<file path="config.mk">
export PLATFORM = sky130hd
export DESIGN_NAME = pipe_stage_hs
export DESIGN_NICKNAME = d
export VERILOG_FILES = /design/src/rtl/pipe_stage_hs.sv
export SDC_FILE = /design/constraint.sdc
export NUM_CORES = 1
export LEC_CHECK = 0
export CAP_MARGIN = 10
export CORE_AREA = 4 4 100 102
export CTS_CLUSTER_SIZE = 12
export DETAILED_ROUTE_END_ITERATION = 8
export DIE_AREA = 0 0 104 106
export GPL_TIMING_DRIVEN = 0
export PLACE_DENSITY = 0.91
export SYNTH_ARGS = -nofsm -noshare
export SYNTH_HDL_FRONTEND = slang
export SYNTH_SLANG_ARGS = --single-unit
</file>
<file path="constraint.sdc">
create_clock -name clk -period 2.5 [get_ports clk]
set_clock_uncertainty 0.05 [all_clocks]
set_input_delay 0.25 -clock clk [delete_from_list [all_inputs] [get_ports clk]]
set_output_delay 0.25 -clock clk [all_outputs]
set_load 0.05 [all_outputs]
</file>
<file path="src/rtl/pipe_stage_hs.sv">
// Two-entry valid/ready pipeline stage: main register plus skid register.
// All outputs, including in_ready, come straight from flops.
module pipe_stage_hs #(
  parameter int unsigned DATA_W = 32,
  parameter int unsigned CTRL_W = 18,
  parameter logic [CTRL_W-1:0] BUBBLE_CTRL = '0
) (
  input  logic              clk,
  input  logic              rst,
  input  logic              flush,
  input  logic              in_valid,
  output logic              in_ready,
  input  logic [DATA_W-1:0] in_data,
  input  logic [CTRL_W-1:0] in_ctrl,
  output logic              out_valid,
  input  logic              out_ready,
  output logic [DATA_W-1:0] out_data,
  output logic [CTRL_W-1:0] out_ctrl,
  output logic [1:0]        occupancy
);

  typedef enum logic [1:0] {
    EMPTY = 2'd0,
    ONE   = 2'd1,
    FULL  = 2'd2
  } state_e;

  state_e              state_q, state_d;
  logic                main_vld_q, main_vld_d;
  logic                skid_vld_q, skid_vld_d;
  logic                in_ready_q, in_ready_d;
  logic [DATA_W-1:0]   main_data_q, main_data_d;
  logic [CTRL_W-1:0]   main_ctrl_q, main_ctrl_d;
  logic [DATA_W-1:0]   skid_data_q, skid_data_d;
  logic [CTRL_W-1:0]   skid_ctrl_q, skid_ctrl_d;
  logic                accept;
  logic                drain;

  assign accept = in_valid & in_ready_q;
  assign drain  = main_vld_q & out_ready;

  always_comb begin
    state_d     = state_q;
    main_data_d = main_data_q;
    main_ctrl_d = main_ctrl_q;
    skid_data_d = skid_data_q;
    skid_ctrl_d = skid_ctrl_q;
    unique case (state_q)
      EMPTY: begin
        if (accept) begin
          state_d     = ONE;
          main_data_d = in_data;
          main_ctrl_d = in_ctrl;
        end
      end
      ONE: begin
        if (accept && !drain) begin
          state_d     = FULL;
          skid_data_d = in_data;
          skid_ctrl_d = in_ctrl;
        end else if (drain && !accept) begin
          state_d = EMPTY;
        end else if (accept && drain) begin
          main_data_d = in_data;
          main_ctrl_d = in_ctrl;
        end
      end
      FULL: begin
        if (drain) begin
          state_d     = ONE;
          main_data_d = skid_data_q;
          main_ctrl_d = skid_ctrl_q;
        end
      end
      default: state_d = EMPTY;
    endcase
    // A squashed accept must not leak into the held payload either.
    if (flush) begin
      state_d     = EMPTY;
      main_data_d = main_data_q;
      skid_data_d = skid_data_q;
      skid_ctrl_d = skid_ctrl_q;
    end
    if (state_d == EMPTY) begin
      main_ctrl_d = BUBBLE_CTRL;
    end
    main_vld_d = (state_d != EMPTY);
    skid_vld_d = (state_d == FULL);
    in_ready_d = (state_d != FULL);
  end

  always_ff @(posedge clk) begin
    if (rst) begin
      state_q     <= EMPTY;
      main_vld_q  <= 1'b0;
      skid_vld_q  <= 1'b0;
      in_ready_q  <= 1'b1;
      main_data_q <= '0;
      main_ctrl_q <= BUBBLE_CTRL;
      skid_data_q <= '0;
      skid_ctrl_q <= '0;
    end else begin
      state_q     <= state_d;
      main_vld_q  <= main_vld_d;
      skid_vld_q  <= skid_vld_d;
      in_ready_q  <= in_ready_d;
      main_data_q <= main_data_d;
      main_ctrl_q <= main_ctrl_d;
      skid_data_q <= skid_data_d;
      skid_ctrl_q <= skid_ctrl_d;
    end
  end

  assign in_ready  = in_ready_q;
  assign out_valid = main_vld_q;
  assign out_data  = main_data_q;
  assign out_ctrl  = main_ctrl_q;
  assign occupancy = state_q;

  logic unused_skid_vld;
  assign unused_skid_vld = skid_vld_q;

endmodule
</file>
==> results.sh, run 1 <==
export IMPL_synth_enable_flop_cells=0
export IMPL_post_cts_repair_setup_buffers=0
export IMPL_pwr_density_cell_nw_per_um2=590.7
export IMPL_area_growth_syn_to_layout_pct=31.04
export IMPL_postCtsHoldBufs=0
export IMPL_setup_tns_final_ns=0
export IMPL_layout_worst_path_cycle_share_pct=87.26
export IMPL_start_util_pct=49.38
export IMPL_yosysUniqueCellTypes=29
export IMPL_mappedNetlistNets=581
export IMPL_startpoint_of_the_worst_slack_reg_to_reg_timing_path="occupancy[1]"
export IMPL_grt_ovfl_total=0
export IMPL_worstPathCellList="inv_1 > nor2_1 > o21ai_1 > clkbuf_1 > a311oi_1"
export IMPL_ir_worst_vdd_v=0.0003296
export IMPL_finish_instance_area_sq_um=5894
export IMPL_post_dp_hpwl_um=9314
export IMPL_largest_net_degree_at_the_start_of_global_routing=17
export IMPL_diodes=0
export IMPL_tritoncts_clock_tree="built"
export IMPL_postPlaceCellArea_sq_um=5708
export IMPL_boundary_pin_count=109
export IMPL_worst_r2r_endpoint="out_ctrl[3]"
export IMPL_worstHoldEndpoint="skid_data_q[6]"
export IMPL_cts_resized=0
export IMPL_post_synth_inst_count=526
export IMPL_worst_hold_path_type="input port to register"
export IMPL_layout_common_cells="139 x sky130_fd_sc_hd__nand2_1, 107 x sky130_fd_sc_hd__clkdlybuf4s50_1, 104 x sky130_fd_sc_hd__dfxtp_1, 52 x sky130_fd_sc_hd__a21oi_1, 36 x sky130_fd_sc_hd__inv_1"
export IMPL_cts_root_buffer_cell="sky130_fd_sc_hd__clkbuf_8"
export IMPL_grt_pass1_wl_um=20470
export IMPL_first_global_vias=4263
export IMPL_cts_path_max_buffers=2
export IMPL_critPathCaptureType="register"
export IMPL_ant_nets=0
export IMPL_synth_area_per_cell_sq_um=8.551
export IMPL_async_flop_share_pct=0
export IMPL_post_route_min_period_ns=2.181
export IMPL_synth_flop_cell="sky130_fd_sc_hd__dfxtp_1"
export IMPL_number_of_instances_on_the_worst_hold_path=3
export IMPL_p_leak_nw=1.976
export IMPL_io_port_bufs=107
export IMPL_ys_ff_latch=104
export IMPL_die_w_um=104
export IMPL_worst_setup_path_type="register to register"
export IMPL_crit_required_ns=2.71
export IMPL_fin_max_slew_vios=0
export IMPL_synthesis_yosys_warnings=0
export IMPL_vias=4262
export IMPL_totalPowerFinal_mw=3.482
export IMPL_timing_hold_violations_final=0
export IMPL_wl_per_cell_um=16.81
export IMPL_clkLatencyLatePin_ns=0.35
export IMPL_synth_seq_area_share_pct=46.29
export IMPL_slew_at_the_pin_with_the_worst_max_slew_slack_ns=0.7821
export IMPL_floorplan_die_height_um=106
export IMPL_worst_setup_hold_path_clk_slew_ns=0.10
export IMPL_via_density_per_instance=5.615
export IMPL_die_area_sq_um=11020
export IMPL_maxClockFrequency_mhz=458.4
export IMPL_rr_worst_depth=5
export IMPL_synthesis_area_sq_um=4498
export IMPL_cts_buffers_inserted=9
export IMPL_row_count=35
export IMPL_drive_gt1_share_pct=10.19
export IMPL_clock_sinks=104
export IMPL_start_kind="register"
export IMPL_outcome="completed"
export IMPL_cts_htree_levels=3
export IMPL_unrepaired_setup_endpoints_after_global_routing="no"
export IMPL_critPathArrivalTime_ns=2.39
export IMPL_drt_first_iter_violations=197
export IMPL_most_common_library_cell_in_the_layout_ignoring_fill_and_taps="sky130_fd_sc_hd__nand2_1"
export IMPL_gp_congestion=0.8461
export IMPL_timing_hold_worst_start="in_data[6]"
export IMPL_critical_path_max_fanout=10
export IMPL_coreArea_sq_um=9109
export IMPL_slew_headroom_pct=47.51
export IMPL_setup_violations_final=0
export IMPL_max_cap_violations=0
export IMPL_slowest_stage="sky130_fd_sc_hd__dfxtp_1"
export IMPL_r2r_slack_ns=0.32
export IMPL_timing_critical_path_slowest_cell_delay_ns=0.53
export IMPL_drt_pass1_iterations=5
export IMPL_drt_total_wl_um=12760
export IMPL_grt_usage_pct=22.82
export IMPL_drcViolationCount=0
export IMPL_grt_antenna_before_repair=0
export IMPL_nets=699
==> worst max-delay path by stage <==
stage            startpoint             end  cells after the start
2_1_floorplan  occupancy[0]  skid_ctrl_q[0]                      6
3_3_place_gp      out_ready     out_ctrl[1]                      6
3_5_place_dp      out_ready     out_ctrl[3]                      6
4_1_cts        occupancy[1]     out_ctrl[3]                      5
5_1_grt        occupancy[1]     out_ctrl[3]                      5
6_report       occupancy[1]     out_ctrl[3]                      5
==> worst max-delay path, delay by kind of cell (launching register included) <==
kind                   cells  cell delay [ns]
AND/OR/NAND/NOR            1             0.38
buffers and inverters      2             0.45
AO/OA/AOI/OAI              2             0.67
flip-flops                 1             0.53
==> sequential cells by signal, indices dropped and copies added, names as in the netlist <==
signal,cells
in_ready,1
occupancy,2
out_ctrl,18
out_data,32
out_valid,1
skid_ctrl_q,18
skid_data_q,32
==> logic make-up (layout without fill, tap and decap cells) <==
| family | count (synthesis) | in the layout | synth area share (%) |
|---|---|---|---|
| AND/OR/NAND/NOR | 199 | 199 | 19.56 |
| AO/OA/AOI/OAI | 140 | 140 | 26.12 |
| flip-flops | 104 | 104 | 46.29 |
| buffers and inverters | 82 | 204 | 7.816 |
| multiplexers | 1 | 1 | 0.2225 |
==> routing by layer <==
| metal | share of wire [%] | up-vias | track usage [%] | routed length [um] |
|---|---|---|---|---|
| li1 | - | 2058 | - | - |
| met1 | 42 | 1991 | 28.28 | 5306 |
| met2 | 49 | 183 | 38.95 | 6231 |
| met3 | 6.9 | 30 | 3.947 | 885 |
| met4 | 2.6 | 0 | 10.26 | 335 |
| met5 | 0 | - | 0 | 0 |
==> synth_stat cells (2+ instances only) <==
master                     count  share of area [%]
sky130_fd_sc_hd__nand2_1     139                 12
sky130_fd_sc_hd__nor2_1        2               0.17
sky130_fd_sc_hd__a221oi_2     30                 10
sky130_fd_sc_hd__buf_2        14                1.6
sky130_fd_sc_hd__and2_1       32                4.5
sky130_fd_sc_hd__a21oi_1      52                5.8
sky130_fd_sc_hd__nor3_1       19                2.1
sky130_fd_sc_hd__inv_1        36                3.0
sky130_fd_sc_hd__clkbuf_1     28                2.3
sky130_fd_sc_hd__buf_6         3               0.75
sky130_fd_sc_hd__a221oi_1      2               0.39
sky130_fd_sc_hd__a311oi_1     18                3.5
sky130_fd_sc_hd__a211oi_1     32                5.3
sky130_fd_sc_hd__dfxtp_1     104                 46
==> final cells by class <==
cell class | count | area, sq um
timing repair buffer | 107 | 1071
fill | 731 | 3214
clock inverter | 5 | 58.81
tap | 111 | 138.9
clock buffer | 10 | 127.6
inverter | 36 | 135.1
buffer | 46 | 216.5
multi-input combinational | 340 | 2064
sequential | 104 | 2082
==> power by group <==
group | switching, mW | internal, mW | total [mW]
sequential | 0.0392 | 1.72 | 1.76
combinational | 0.432 | 0.276 | 0.708
clock | 0.557 | 0.458 | 1.02
==> through the flow <==
stage / util, % / instances / hold WS, ns / worst slack (ns)
5_1_grt: 64.71 / 759 / 0.4106 / 0.1659
2_1_floorplan: - / 526 / 0.3270 / 0.4628
4_1_cts: 64.71 / 759 / 0.4010 / 0.3877
3_5_place_dp: 62.66 / 744 / 0.3965 / 0.03195
3_3_place_gp: 62.66 / 744 / 0.3914 / 0.1577
6_report: 64.71 / 759 / 0.4102 / 0.3186
Power figures use the tool's default switching activity.
==> inputs of run 2 (changes only) <==
--- a/config.mk
+++ b/config.mk
@@ -12,6 +12,7 @@
 export DIE_AREA = 0 0 104 106
 export GPL_TIMING_DRIVEN = 0
 export PLACE_DENSITY = 0.91
+export SLEW_MARGIN = 20
 export SYNTH_ARGS = -nofsm -noshare
 export SYNTH_HDL_FRONTEND = slang
 export SYNTH_SLANG_ARGS = --single-unit
==> results of run 2 <==
Final layout, timing and power as in run 1 (identical DEF).
==> inputs of run 3 (changes only) <==
--- a/config.mk
+++ b/config.mk
@@ -12,7 +12,6 @@
 export DIE_AREA = 0 0 104 106
 export GPL_TIMING_DRIVEN = 0
 export PLACE_DENSITY = 0.91
-export SLEW_MARGIN = 20
 export SYNTH_ARGS = -nofsm -noshare
 export SYNTH_HDL_FRONTEND = slang
 export SYNTH_SLANG_ARGS = --single-unit
==> results of run 3 <==
Final layout, timing and power as in run 1 (identical DEF).
